## config.mk

```make
export PLATFORM = sky130hd
export DESIGN_NAME = fifo_drain_serializer_flat
export DESIGN_NICKNAME = d
export VERILOG_FILES = /design/src/rtl/fifo_drain_serializer_if.sv /design/src/rtl/fifo_drain_serializer.sv /design/src/flat_wrapper.sv
export SDC_FILE = /design/constraint.sdc
export NUM_CORES = 1
export LEC_CHECK = 0
export ABC_AREA = 0
export BUFFER_PORTS_ARGS = -buffer_cell sky130_fd_sc_hd__buf_2
export CORE_ASPECT_RATIO = 0.6
export CORE_MARGIN = 3
export CORE_UTILIZATION = 54
export DETAILED_ROUTE_END_ITERATION = 8
export HOLD_SLACK_MARGIN = 0.05
export PLACE_DENSITY = 0.91
export SLEW_MARGIN = 0
export SYNTH_ARGS = -nofsm -noshare
export SYNTH_HDL_FRONTEND = slang
export SYNTH_SLANG_ARGS = --single-unit
```

## constraint.sdc

```tcl
create_clock -name clk -period 2.3 [get_ports clk]
set_input_delay 0.23 -clock clk [delete_from_list [all_inputs] [get_ports clk]]
set_output_delay 0.23 -clock clk [all_outputs]
set_load 0.05 [all_outputs]
```

## src/rtl/fifo_drain_serializer_if.sv

```systemverilog
// Upstream FIFO read port, serial bit handshake and status of fifo_drain_serializer.
// master = the serializer, slave = the FIFO / downstream side.
interface fifo_drain_serializer_if #(
  parameter int FIFO_width  = 32,
  parameter int COUNT_width = 16
);
  logic                   fifoEmpty;
  logic [FIFO_width-1:0]  fifoData;
  logic                   readEnable;
  logic                   serialOut;
  logic                   serialValid;
  logic                   serialReady;
  logic                   frameStart;
  logic                   busy;
  logic [COUNT_width-1:0] wordsSent;

  modport master (
    input  fifoEmpty, fifoData, serialReady,
    output readEnable, serialOut, serialValid, frameStart, busy, wordsSent
  );

  modport slave (
    output fifoEmpty, fifoData, serialReady,
    input  readEnable, serialOut, serialValid, frameStart, busy, wordsSent
  );
endinterface

```

## src/rtl/fifo_drain_serializer.sv

```systemverilog
// Drains words from an upstream FIFO and sends them MSB first over a valid/ready
// serial link, counting completed words.
module fifo_drain_serializer #(
  parameter int FIFO_width  = 32,
  parameter int COUNT_width = 16
) (
  input  logic                           clk,
  input  logic                           reset,
  input  logic                           enable,
  fifo_drain_serializer_if.master        bus
);

  localparam int                BIT_W    = $clog2(FIFO_width);
  localparam logic [BIT_W-1:0]  LAST_BIT = BIT_W'(FIFO_width - 1);

  typedef enum logic [1:0] {IDLE, REQ, LOAD, SHIFT} state_t;

  state_t                 state, state_next;
  logic [FIFO_width-1:0]  shift_q, shift_next;
  logic [BIT_W-1:0]       bit_cnt, bit_cnt_next;
  logic [COUNT_width-1:0] words_q, words_next;

  // NOTE: sequential state uses non-blocking assignments so every register
  // samples the pre-edge values, independent of process evaluation order.
  always_ff @(posedge clk or posedge reset) begin
    if (reset) begin
      state <= IDLE;
    end else begin
      state <= state_next;
    end
  end

  always_ff @(posedge clk or posedge reset) begin
    if (reset) begin
      shift_q <= '0;
      bit_cnt <= '0;
      words_q <= '0;
    end else begin
      shift_q <= shift_next;
      bit_cnt <= bit_cnt_next;
      words_q <= words_next;
    end
  end

  // NOTE: every signal written here gets a hold default first, so no path
  // through the case leaves one unassigned and no latch is inferred.
  always_comb begin
    state_next   = state;
    shift_next   = shift_q;
    bit_cnt_next = bit_cnt;
    words_next   = words_q;

    // enable low freezes everything, including a pending REQ or LOAD
    if (enable) begin
      case (state)
        IDLE: begin
          if (!bus.fifoEmpty) state_next = REQ;
        end
        REQ: begin
          state_next = LOAD;
        end
        LOAD: begin
          shift_next   = bus.fifoData;
          bit_cnt_next = '0;
          state_next   = SHIFT;
        end
        SHIFT: begin
          if (bus.serialReady) begin
            shift_next   = {shift_q[FIFO_width-2:0], 1'b0};
            bit_cnt_next = bit_cnt + 1'b1;
            if (bit_cnt == LAST_BIT) begin
              words_next = words_q + 1'b1;
              state_next = bus.fifoEmpty ? IDLE : REQ;
            end
          end
        end
        default: state_next = IDLE;
      endcase
    end
  end

  // Outputs decode registered state; serialOut/frameStart hold while disabled
  // because the state they decode is frozen.
  assign bus.readEnable  = enable && (state == REQ);
  assign bus.serialValid = enable && (state == SHIFT);
  assign bus.serialOut   = shift_q[FIFO_width-1];
  assign bus.frameStart  = (state == SHIFT) && (bit_cnt == '0);
  assign bus.busy        = (state != IDLE);
  assign bus.wordsSent   = words_q;

endmodule

```

## src/flat_wrapper.sv

```systemverilog
// flat-port wrapper written by rule: the top's interface ports become plain ports
module fifo_drain_serializer_flat 
#(
  parameter int FIFO_width  = 32,
  parameter int COUNT_width = 16
)
  (clk, reset, enable, bus_fifoEmpty, bus_fifoData, bus_serialReady, bus_readEnable, bus_serialOut, bus_serialValid, bus_frameStart, bus_busy, bus_wordsSent);
  fifo_drain_serializer_if #(.FIFO_width(FIFO_width), .COUNT_width(COUNT_width)) bus_i ();
  input  logic clk;
  input  logic reset;
  input  logic enable;
  input wire logic [$bits(bus_i.fifoEmpty)-1:0] bus_fifoEmpty;
  input wire logic [$bits(bus_i.fifoData)-1:0] bus_fifoData;
  input wire logic [$bits(bus_i.serialReady)-1:0] bus_serialReady;
  output wire logic [$bits(bus_i.readEnable)-1:0] bus_readEnable;
  output wire logic [$bits(bus_i.serialOut)-1:0] bus_serialOut;
  output wire logic [$bits(bus_i.serialValid)-1:0] bus_serialValid;
  output wire logic [$bits(bus_i.frameStart)-1:0] bus_frameStart;
  output wire logic [$bits(bus_i.busy)-1:0] bus_busy;
  output wire logic [$bits(bus_i.wordsSent)-1:0] bus_wordsSent;
  assign bus_i.fifoEmpty = bus_fifoEmpty;
  assign bus_i.fifoData = bus_fifoData;
  assign bus_i.serialReady = bus_serialReady;
  assign bus_readEnable = bus_i.readEnable;
  assign bus_serialOut = bus_i.serialOut;
  assign bus_serialValid = bus_i.serialValid;
  assign bus_frameStart = bus_i.frameStart;
  assign bus_busy = bus_i.busy;
  assign bus_wordsSent = bus_i.wordsSent;
  fifo_drain_serializer #(.FIFO_width(FIFO_width), .COUNT_width(COUNT_width)) u_core (.clk(clk), .reset(reset), .enable(enable), .bus(bus_i));
endmodule
```

# After elaboration in Yosys (flattened, before gate mapping)
# Index checks and enable logic that the tools add are counted.
# totals
ff_bits	55
input_bits	37
output_inout_bits	21
word_cells	32
# classes
add_sub_neg	2
eq_ne	7
mux	9
reduce_logical	10
# op_table
cell	n
$pmux W32 S2	1
$mux W32	1
$add A16 B1 Y16 const B	1
$pmux W5 S2	1
$pmux W2 S4	1
$reduce_and A4 Y1	2
$mux W2	3
$add A5 B1 Y5 const B	1
$eq A5 B5 Y1 const B	1
$logic_not A5 Y1	1
$mux W5	1
$eq A2 B2 Y1 const B	2
$ne A2 B2 Y1 const B	2
$reduce_bool A2 Y1	2
$logic_and A1 B1 Y1	3
$reduce_and A3 Y1	1
$eq A2 B1 Y1 const B	1
$logic_not A2 Y1	1
$ne A2 B1 Y1 const B	1
$mux W1	1

# Logic depth before layout (Yosys ltp)
# Gate-level depths: netlist of the first run.
# depth
word_depth	4
mapped_depth	7

# Least setup slack after synthesis of the first run
# Ideal clock, no wire load.
# synth_timing
path_type	register to output
from	register u_core.state[0]
to	output bus_frameStart
arrival_time_ns	1.605
slack_ns	0.465
path_stages_with_launch	6
cell_sequence	dfrtp_1 -> ha_1 -> clkbuf_8 -> buf_4 -> buf_2 -> and4b_1
# synth_via
elab_chain_len	2
# synth_lines
element	line	text
from (decl)	fifo_drain_serializer.sv:18	state_t state, state_next;
from (signal assigned)	fifo_drain_serializer.sv:29	state <= state_next;
$eq A2 B2 Y1	fifo_drain_serializer.sv:87	assign bus.frameStart = (state == SHIFT) && (bit_cnt == '0);
$logic_and A1 B1 Y1	fifo_drain_serializer.sv:87	
to (decl)	flat_wrapper.sv:18	output wire logic [$bits(bus_i.frameStart)-1:0] bus_frameStart;
# Every way passes these cells.

# Worst setup path in the final report of the first run
# Same ends and word-level chain as after synthesis.

==> results of run 1 <==
-- power by group through the flow --
stage / Sequential, W / Combinational, W / Clock [W]
5_1_grt: 0.00149 / 0.00132 / 0.000606
4_1_cts: 0.00144 / 0.00118 / 0.000564
3_5_place_dp: 0.00146 / 0.00118 / 0
6_report: 0.00144 / 0.00117 / 0.000553
3_3_place_gp: 0.00144 / 0.00112 / 0
2_1_floorplan: 0.00144 / 0.000945 / 0
-- area by class of cell --
type	count	area share (%)
clock inverters	3	0.800
multi-input cells	174	39.2
clock buffers	5	2.20
inverters	7	0.840
well taps	63	2.52
flip-flops and latches	55	44.0
repair buffers	61	10.5
-- registers in the layout, summed over array words and instances, names as in the netlist --
signal / cells
u_core.bit_cnt: 5
u_core.bus.wordsSent: 16
u_core.shift_q: 32
u_core.state: 2
-- cells by family after synthesis --
logic type | after synthesis | synth area share (%)
AOI/OAI and AO/OA | 40 | 8.21
xor gates and xnor gates | 15 | 5.15
adders and majority gates | 9 | 4.18
buffers and inverters | 19 | 3.62
DFF | 55 | 51.0
muxes | 34 | 12.8
and+or+nand+nor | 76 | 15.0
-- worst max-delay path, delay by kind of cell (launching register included) --
| kind | cells | cell delay (ps) |
|---|---|---|
| adder cells (fa/ha/maj) | 1 | 280 |
| buffers and inverters | 2 | 590 |
| flip-flops | 1 | 430 |
| AND/OR/NAND/NOR | 1 | 250 |
-- stage by stage --
| stage | utilization, % | std cells | instance area [sq um] | hold WS (ps) | setup WS, ps |
|---|---|---|---|---|---|
| after floorplan | - | 248 | 2700 | 378 | 465 |
| after detailed placement | 64.8 | 360 | 3030 | 460 | 333 |
| after CTS | 66.8 | 368 | 3130 | 118 | 194 |
| after global placement | 64.8 | 360 | 3030 | 456 | 463 |
| after global routing | 66.8 | 368 | 3130 | 159 | 108 |
| final | 66.8 | 368 | 3130 | 97.3 | 203 |
-- per-layer routing --
| metal | vias to the layer above | track usage, % | part of all wire (%) | wire, um |
|---|---|---|---|---|
| li1 | 957 | - | - | - |
| met1 | 932 | 25.5 | 50 | 2580 |
| met3 | 4 | 5.51 | 4.5 | 231 |
| met2 | 28 | 27.5 | 45 | 2300 |
| met5 | - | 0 | 0 | 0 |
| met4 | 0 | 3.55 | 0.66 | 34 |
-- path summary, 6_finish.rpt --
path	end	slack, ps	cells past startpoint
max in group asynchronous	u_core.shift_q[21]$_DFFE_PP0P_	1760	3
worst max register to register	u_core.bus.wordsSent[10]$_DFFE_PP0P_	330	7
worst min-delay path	u_core.bus.wordsSent[6]$_DFFE_PP0P_	100	3
min in group clk	u_core.shift_q[0]$_DFFE_PP0P_	170	3
worst max-delay path	bus_frameStart	200	4
worst min register to register	u_core.bus.wordsSent[15]$_DFFE_PP0P_	480	1
-- synth_stat cells --
master	count	area, sq um
clkbuf_2	2	10.0
o311ai_0	1	8.76
nand4_4	1	21.3
o21ai_0	34	170
nor2b_1	2	12.5
o31ai_1	2	15.0
clkbuf_8	1	13.8
or2_1	1	6.26
nand2_1	43	161
nand3b_1	1	7.51
and4_1	2	17.5
dfrtp_1	55	1380
and3_2	1	7.51
nand4_1	3	18.8
xor2_2	1	16.3
nand2_2	1	6.26
nor3_4	2	32.5
and3_1	3	18.8
xnor2_1	10	87.6
and4b_1	1	10.0
xor2_1	4	35.0
and4_4	1	11.3
buf_4	1	7.51
and2_2	2	15.0
nand2b_1	2	12.5
a22o_1	2	17.5
ha_1	9	113
nand3_1	6	30.0
nor2_1	3	11.3
nor3_1	1	5.00
mux2i_1	31	310
mux2_2	3	33.8
a221o_1	1	10.0
buf_2	8	40.0
inv_1	7	26.3
-- cell usage in the layout, fill, tap and decap left out, types with 3 or more instances in the layout --
cell      Yosys  final
buf_2         8     57
dfrtp_1      55     55
nand2_1      43     43
o21ai_0      34     34
mux2i_1      31     31
xnor2_1      10     10
ha_1          9      8
inv_1         7      6
nand3_1       6      6
clkbuf_8      1      5
xor2_1        4      4
mux2_2        3      3
nor2_1        3      3
and3_1        3      3
nand4_1       3      3
buf_4         1      3
==> flow_summary_export.csv, run 1 <==
group,metric,value,unit
cts,post-cts-setup-buffers,0,
sta,grt_setup_unrepaired,"false",
cts,htree_levels,2,
die,num_rows,19,
layout,nFillCells,382,
grt,gr-total-overflow,0,
drt,via_per_inst,5.22,
power,p_int,0.00197,W
cts,cts-root-buf,"clkbuf_8",
power,finalPower,0.00316,W
power,seqPwrFrac,45.6,%
layout,diodes,0,
sta,slew_violations,0,
synth,yosysSeqAreaShare,51.0,%
power,leakage,1.59,nW
cts,cts_buffers,5,
grt,grt_pass1_wl,8350,um
job,cap_violations,0,
die,die_w,97.2,um
worst_setup_path,slowest_stage,"dfrtp_1",
sta,hold_viol,0,
power,swShare,37.7,%
drt,ant_nets,0,
layout,regArea,0.00138,sq mm
grt,grt_use_total,17.8,%
cts,cts_sinks,55,
power,power_switching,0.00119,W
placement,gp_congestion,0.752,
sta,relSlewSlack,54.6,%
layout,area_delta_synth_final,16.0,%
sta,timing.final.crit_share,91.2,%
sta,finalSetupViolations,0,
sta,clock-skew-final,8.77,ps
power,ir_drop,0.847,mV
sta,fmax,0.477,GHz
worst_setup_path,crit_chain,"ha_2 > buf_4 > and4b_1 > buf_2",
power,power.density,1010,mW/mm^2
worst_setup_path,crit_path_end_kind,"primary output",
grt,grt_pass1_vias,1768,
worst_setup_path,cp_slowest_stage_delay,430,ps
grt,antenna_found_initial,0,
drt,first_iter_violations,86,
drt,vias,1921,
worst_setup_path,crit_start,"u_core.state[0]$_DFFE_PP0P_",
cts,clk_pin_slew,110,ps
sta,worstMarginPinSlew,682,ps
run_status,status,"finished clean",
grt,grt_start_max_net_pins,72,
cts,worstSkewPairLatency,310,ps
worst_setup_path,required,2070,ps
placement,dp_hpwl,3700,um
synth,synthCells,248,
drt,wl_per_cell,14.0,um
placement,port_buffers,57,
sta,period_minus_slack,2100,ps
worst_setup_path,critPathLaunchType,"flop",
layout,layout.nets,350,
die,die_area,0.00590,sq mm
die,initial_core_util,57.6,%
sta,fin_setup_tns,0,ps
power,comb_power_share,36.9,%
power,pwr-share-clk,17.5,%
worst_setup_path,worstPathMaxFanout,20,
cts,cts_tree,"done",
die,die_h,60.7,um
synth,synth_seq_cells,55,
die,io_pins,58,
drt,drcViolationCount,0,
worst_setup_path,r2r-start,"u_core.bit_cnt[1]$_DFFE_PP0P_",
drt,wirelength,5150,um
synth,yosysWarnings,0,
drt,first_pass_iters,4,
synth,avgSynthCellArea,10.9,sq um
worst_setup_path,critical_path_arrival,1870,ps
layout,layout-drive-gt1-share,27.2,%
synth,syn_area,0.00270,sq mm
die,coreArea,0.00468,sq mm
layout,multiInputGateArea,0.00122,sq mm
synth,synthesis.nets,294,
worst_setup_path,crit_type,"flop to primary output",
cts,cts_hold_buffers,0,
worst_hold_path,min_path_type,"primary input to asynchronous set/reset pin",
synth,yosysUniqueCellTypes,35,
cts,cts_resized,0,
cts,ctsLongestPathBuffers,2,
Note: power is estimated with default switching activity, not from simulation.
==> inputs of run 2 (changes only) <==
--- a/config.mk
+++ b/config.mk
@@ -8,11 +8,10 @@
 export ABC_AREA = 0
 export BUFFER_PORTS_ARGS = -buffer_cell sky130_fd_sc_hd__buf_2
 export CORE_ASPECT_RATIO = 0.6
-export CORE_MARGIN = 3
-export CORE_UTILIZATION = 54
+export CORE_UTILIZATION = 40
 export DETAILED_ROUTE_END_ITERATION = 8
 export HOLD_SLACK_MARGIN = 0.05
-export PLACE_DENSITY = 0.91
+export PLACE_DENSITY = 0.74
 export SLEW_MARGIN = 0
 export SYNTH_ARGS = -nofsm -noshare
 export SYNTH_HDL_FRONTEND = slang
==> run 2 against run 1 <==
Against the previous run: cell area rose by 2.0%; sequential share of layout area fell by 0.85 points; register-to-register slack improved by 80 ps; fmax fell by 1.7%; via count fell by 0.26%; global-route usage fell by 1.7 points; flip-flop and latch count did not move.
==> flow_summary_export.csv, run 2 (synthesis gave the netlist of run 1 again) <==
group,metric,value,unit
drt,via_per_inst,4.88,
grt,gr-total-overflow,0,
cts,ctsLongestPathBuffers,2,
drt,drcViolationCount,0,
layout,nFillCells,578,
placement,dp_hpwl,3830,um
layout,largest_register_ffs,32,
run_status,status,"finished clean",
job,cap_violations,0,
grt,grt_use_total,16.2,%
layout,multiInputGateArea,0.00122,sq mm
power,finalPower,0.00320,W
worst_setup_path,critical_path_arrival,1900,ps
power,power.density,1000,mW/mm^2
worst_setup_path,crit_type,"flop to primary output",
die,num_rows,22,
layout,diodes,0,
sta,worstMarginPinSlew,591,ps
layout,layout-drive-gt1-share,27.8,%
power,leakage,1.61,nW
sta,timing.final.crit_share,92.7,%
sta,fin_setup_tns,0,ps
drt,first_iter_violations,70,
layout,final_cell_mix,"buf_2, dfrtp_1, nand2_1",
sta,hold_slack,162,ps
sta,fmax,0.469,GHz
drt,vias,1916,
layout,layout.nets,354,
worst_setup_path,worstPathMaxFanout,31,
cts,worstSkewPairLatency,310,ps
worst_setup_path,crit_path_end_kind,"primary output",
cts,htree_levels,2,
worst_setup_path,critPathLaunchType,"flop",
grt,grt_pass1_vias,1918,
cts,cts_tree,"done",
drt,wl_per_cell,13.2,um
worst_setup_path,required,2070,ps
grt,antenna_found_initial,0,
sta,relSlewSlack,60.5,%
placement,port_buffers,57,
placement,gp_congestion,0.742,
sta,grt_setup_unrepaired,"false",
cts,cts_buffers,5,
layout,final_common_cell,"buf_2",
cts,cts_sinks,55,
cts,cts-root-buf,"clkbuf_8",
power,ir_drop,0.536,mV
sta,hold_viol,0,
layout,fin_area,0.00319,sq mm
drt,wirelength,5190,um
placement,dp_cells,384,
die,initial_core_util,42.8,%
layout,area_delta_synth_final,18.3,%
worst_hold_path,min_path_type,"primary input to flop",
sta,clock-skew-final,9.58,ps
drt,first_pass_iters,4,
grt,grt_pass1_wl,8830,um
grt,grt_start_max_net_pins,32,
layout,final-instance-count-excl-fill,393,
layout,regArea,0.00138,sq mm
die,io_pins,58,
layout,regMostFlops,"u_core.shift_q",
drt,ant_nets,0,
placement,placed_area,0.00308,sq mm
die,die_h,65.6,um
sta,slew_violations,0,
cts,clk_pin_slew,100,ps
sta,period_minus_slack,2130,ps
die,die_area,0.00708,sq mm
die,die_w,108,um
die,coreArea,0.00630,sq mm
sta,finalSetupViolations,0,
[run 2: layout make-up]
type / instances / area share [%]
well taps: 84 / 3.30
repair buffers: 65 / 11.4
multi-input cells: 174 / 38.4
clock buffers: 5 / 2.16
clock inverters: 3 / 0.745
inverters: 7 / 0.824
flip-flops and latches: 55 / 43.2
[run 2: worst max-delay path: stages, from the launching register on]
cell	delay, ps
dfrtp_1	450
ha_2	270
buf_6	320
and4b_1	270
buf_2	270
[run 2: what timing repair did]
action	CTS	global route
setup buffers	0	0
hold endpoints to repair	26	0
endpoints found under the setup margin	0	1
gates resized for setup	0	1
hold buffers	1	0
[run 2: power breakdown]
group / total [W] / leakage, nW / switching (W) / internal, W
clock network: 0.000558 / 0.0461 / 0.000337 / 0.000221
logic: 0.00120 / 0.844 / 0.000691 / 0.000506
registers: 0.00144 / 0.718 / 0.000180 / 0.00126
[run 2: metal layers]
| metal | vias up | GRT usage, % | part of all wire, % |
|---|---|---|---|
| li1 | 969 | - | - |
| met1 | 902 | 21.9 | 51 |
| met2 | 40 | 25.9 | 43 |
| met3 | 5 | 3.67 | 5.1 |
| met4 | 0 | 4.62 | 0.81 |
| met5 | - | 0 | 0 |
[run 2: worst paths after layout]
kind | slack, ps | startpoint | cells past startpoint | endpoint
worst max-delay path | 170 | u_core.state[0]$_DFFE_PP0P_ | 4 | bus_frameStart
worst max register to register | 410 | u_core.bit_cnt[1]$_DFFE_PP0P_ | 7 | u_core.bus.wordsSent[10]$_DFFE_PP0P_
min in group asynchronous | 520 | reset | 3 | u_core.bus.wordsSent[6]$_DFFE_PP0P_
worst min register to register | 490 | u_core.bus.wordsSent[15]$_DFFE_PP0P_ | 1 | u_core.bus.wordsSent[15]$_DFFE_PP0P_
max in group asynchronous | 1140 | reset | 4 | u_core.shift_q[19]$_DFFE_PP0P_
worst min-delay path | 160 | bus_fifoData[0] | 3 | u_core.shift_q[0]$_DFFE_PP0P_
[run 2: through the flow]
stage          setup slack (ps)  util, %
3_5_place_dp                312     48.9
3_3_place_gp                423     48.9
6_report                    167     50.6
4_1_cts                    38.2     50.5
2_1_floorplan               465        -
5_1_grt                    92.7     50.6
==> inputs of run 3 (changes only) <==
--- a/config.mk
+++ b/config.mk
@@ -8,10 +8,10 @@
 export ABC_AREA = 0
 export BUFFER_PORTS_ARGS = -buffer_cell sky130_fd_sc_hd__buf_2
 export CORE_ASPECT_RATIO = 0.6
-export CORE_UTILIZATION = 40
+export CORE_UTILIZATION = 54
 export DETAILED_ROUTE_END_ITERATION = 8
 export HOLD_SLACK_MARGIN = 0.05
-export PLACE_DENSITY = 0.74
+export PLACE_DENSITY = 0.91
 export SLEW_MARGIN = 0
 export SYNTH_ARGS = -nofsm -noshare
 export SYNTH_HDL_FRONTEND = slang
==> run 3 against run 2 <==
Against the previous run: utilization up 17 points; global-route usage up 5.0 points; setup slack improved by 1.1 ps; clock-buffer cell count unchanged; largest power group unchanged; highest routed layer unchanged.
==> flow_summary_export.csv, run 3 (synthesis gave the netlist of run 1 again) <==
group,metric,value,unit
layout,nFillCells,344,
worst_setup_path,critPathLaunchType,"flop",
cts,ctsLongestPathBuffers,2,
worst_setup_path,worstPathMaxFanout,31,
worst_setup_path,crit_path_end_kind,"primary output",
cts,cts_tree,"done",
worst_setup_path,reg2regPathDepth,7,
sta,clock-skew-final,13.2,ps
sta,relSlewSlack,74.8,%
drt,met2_length,2300,um
worst_setup_path,r2r-start,"u_core.bit_cnt[1]$_DFFE_PP0P_",
drt,wl_met1,2420,um
run_status,status,"finished clean",
placement,place_ws,337,ps
drt,vias,1933,
grt,grt_pass1_wl,8490,um
layout,largest_register_ffs,32,
worst_setup_path,crit_start,"u_core.state[0]$_DFFE_PP0P_",
layout,final_common_cell,"buf_2",
grt,antenna_found_initial,0,
drt,drcViolationCount,0,
cts,worstSkewPairLatency,320,ps
worst_setup_path,cp-endpoint,"bus_frameStart",
die,initial_core_util,57.6,%
drt,first_iter_violations,126,
layout,layout-drive-gt1-share,27.4,%
sta,grt_setup_unrepaired,"false",
die,num_rows,19,
sta,hold_viol,0,
drt,met3_length,236,um
die,coreArea,0.00468,sq mm
sta,fmax,0.469,GHz
cts,cts_buffers,5,
die,die_w,93.2,um
cts,post-cts-setup-buffers,0,
cts,cts_sinks,55,
drt,ant_nets,0,
placement,dp_hpwl,3590,um
grt,grt_start_max_net_pins,56,
layout,layout.nets,352,
layout,regMostFlops,"u_core.shift_q",
sta,finalSetupViolations,0,
power,ir_drop,0.530,mV
die,io_pins,58,
worst_setup_path,r2r_end,"u_core.state[0]$_DFFE_PP0P_",
drt,first_pass_iters,4,
sta,worstMarginPinSlew,377,ps
drt,via_per_inst,5.22,
placement,gp_congestion,0.764,
cts,cts-root-buf,"clkbuf_8",
cts,clk_pin_slew,100,ps
grt,gr-total-overflow,0,
power,power.density,1020,mW/mm^2
cts,htree_levels,2,
sta,slew_violations,0,
layout,area_delta_synth_final,17.8,%
die,die_area,0.00529,sq mm
grt,grt_pass1_vias,1840,
layout,diodes,0,
layout,final_cell_mix,"buf_2, dfrtp_1, nand2_1",
sta,period_minus_slack,2130,ps
drt,wirelength,5030,um
worst_setup_path,required,2070,ps
sta,fin_setup_tns,0,ps
placement,port_buffers,57,
worst_setup_path,critical_path_arrival,1900,ps
job,cap_violations,0,
grt,grt_use_total,21.2,%
drt,wl_per_cell,13.6,um
worst_setup_path,crit_type,"flop to primary output",
die,die_h,56.7,um
power,leakage,1.61,nW
worst_hold_path,min_path_type,"primary input to flop",
sta,fin_ws,168,ps
worst_setup_path,ff2ff_setup_slack,320,ps
sta,timing.final.crit_share,92.7,%
drt,highest_layer,"met4",
[run 3: cell types whose count changed in the layout (fill, tap and decap cells not counted)]
cell,before,now
clkinv_2,1,0
buf_4,5,1
inv_6,0,1
buf_12,1,3
[run 3: how the worst min path moves through the flow]
stage	slack (ps)	cells after the start	end	startpoint
after CTS	160	3	u_core.shift_q[0]$_DFFE_PP0P_	bus_fifoData[0]
after global routing	170	3	u_core.shift_q[0]$_DFFE_PP0P_	bus_fifoData[0]
after global placement	300	3	u_core.bus.wordsSent[13]$_DFFE_PP0P_	reset
final	160	3	u_core.shift_q[0]$_DFFE_PP0P_	bus_fifoData[0]
after floorplan	380	2	u_core.shift_q[0]$_DFFE_PP0P_	bus_fifoData[0]
after detailed placement	310	3	u_core.bus.wordsSent[13]$_DFFE_PP0P_	reset
[run 3: where the power goes]
group          total, W  switching, W  internal (W)
clock          0.000576      0.000349      0.000226
sequential      0.00144      0.000175       0.00126
combinational   0.00123      0.000712      0.000518
[run 3: layer usage]
layer / global-route usage [%] / vias to the layer above
li1: - / 971
met1: 29.4 / 913
met2: 32.8 / 41
met3: 4.74 / 8
met4: 7.91 / 0
met5: 0 / -
[run 3: layout make-up]
class / count / area [sq um] / area share (%)
Inverter: 7 / 26.3 / 0.827
Clock buffer: 5 / 68.8 / 2.17
Clock inverter: 3 / 27.5 / 0.866
Sequential cell: 55 / 1380 / 43.3
Timing Repair Buffer: 63 / 374 / 11.8
Tap cell: 63 / 78.8 / 2.48
Multi-Input combinational cell: 174 / 1220 / 38.6
[run 3: per-stage QoR]
stage | utilization (%) | hold WS, ps | cells | cell area, sq um | total power [W]
5_1_grt | 67.8 | 167 | 370 | 3180 | 0.00348
3_5_place_dp | 65.5 | 314 | 361 | 3070 | 0.00269
6_report | 67.8 | 159 | 370 | 3180 | 0.00324
3_3_place_gp | 65.5 | 302 | 361 | 3070 | 0.00260
2_1_floorplan | - | 378 | 248 | 2700 | 0.00238
4_1_cts | 67.8 | 158 | 370 | 3170 | 0.00326
[run 3: critical path: stages, from the launching register on]
cell     delay (ps)
dfrtp_1         430
ha_2            300
buf_6           330
and4b_1         250
buf_2           270
[run 3: what timing repair did]
| item | 4_1_cts | 5_1_grt |
|---|---|---|
| endpoints found under the hold margin | 55 | 0 |
| setup endpoints to repair | 0 | 1 |
| hold buffers | 1 | 0 |
| resized for setup | 0 | 1 |
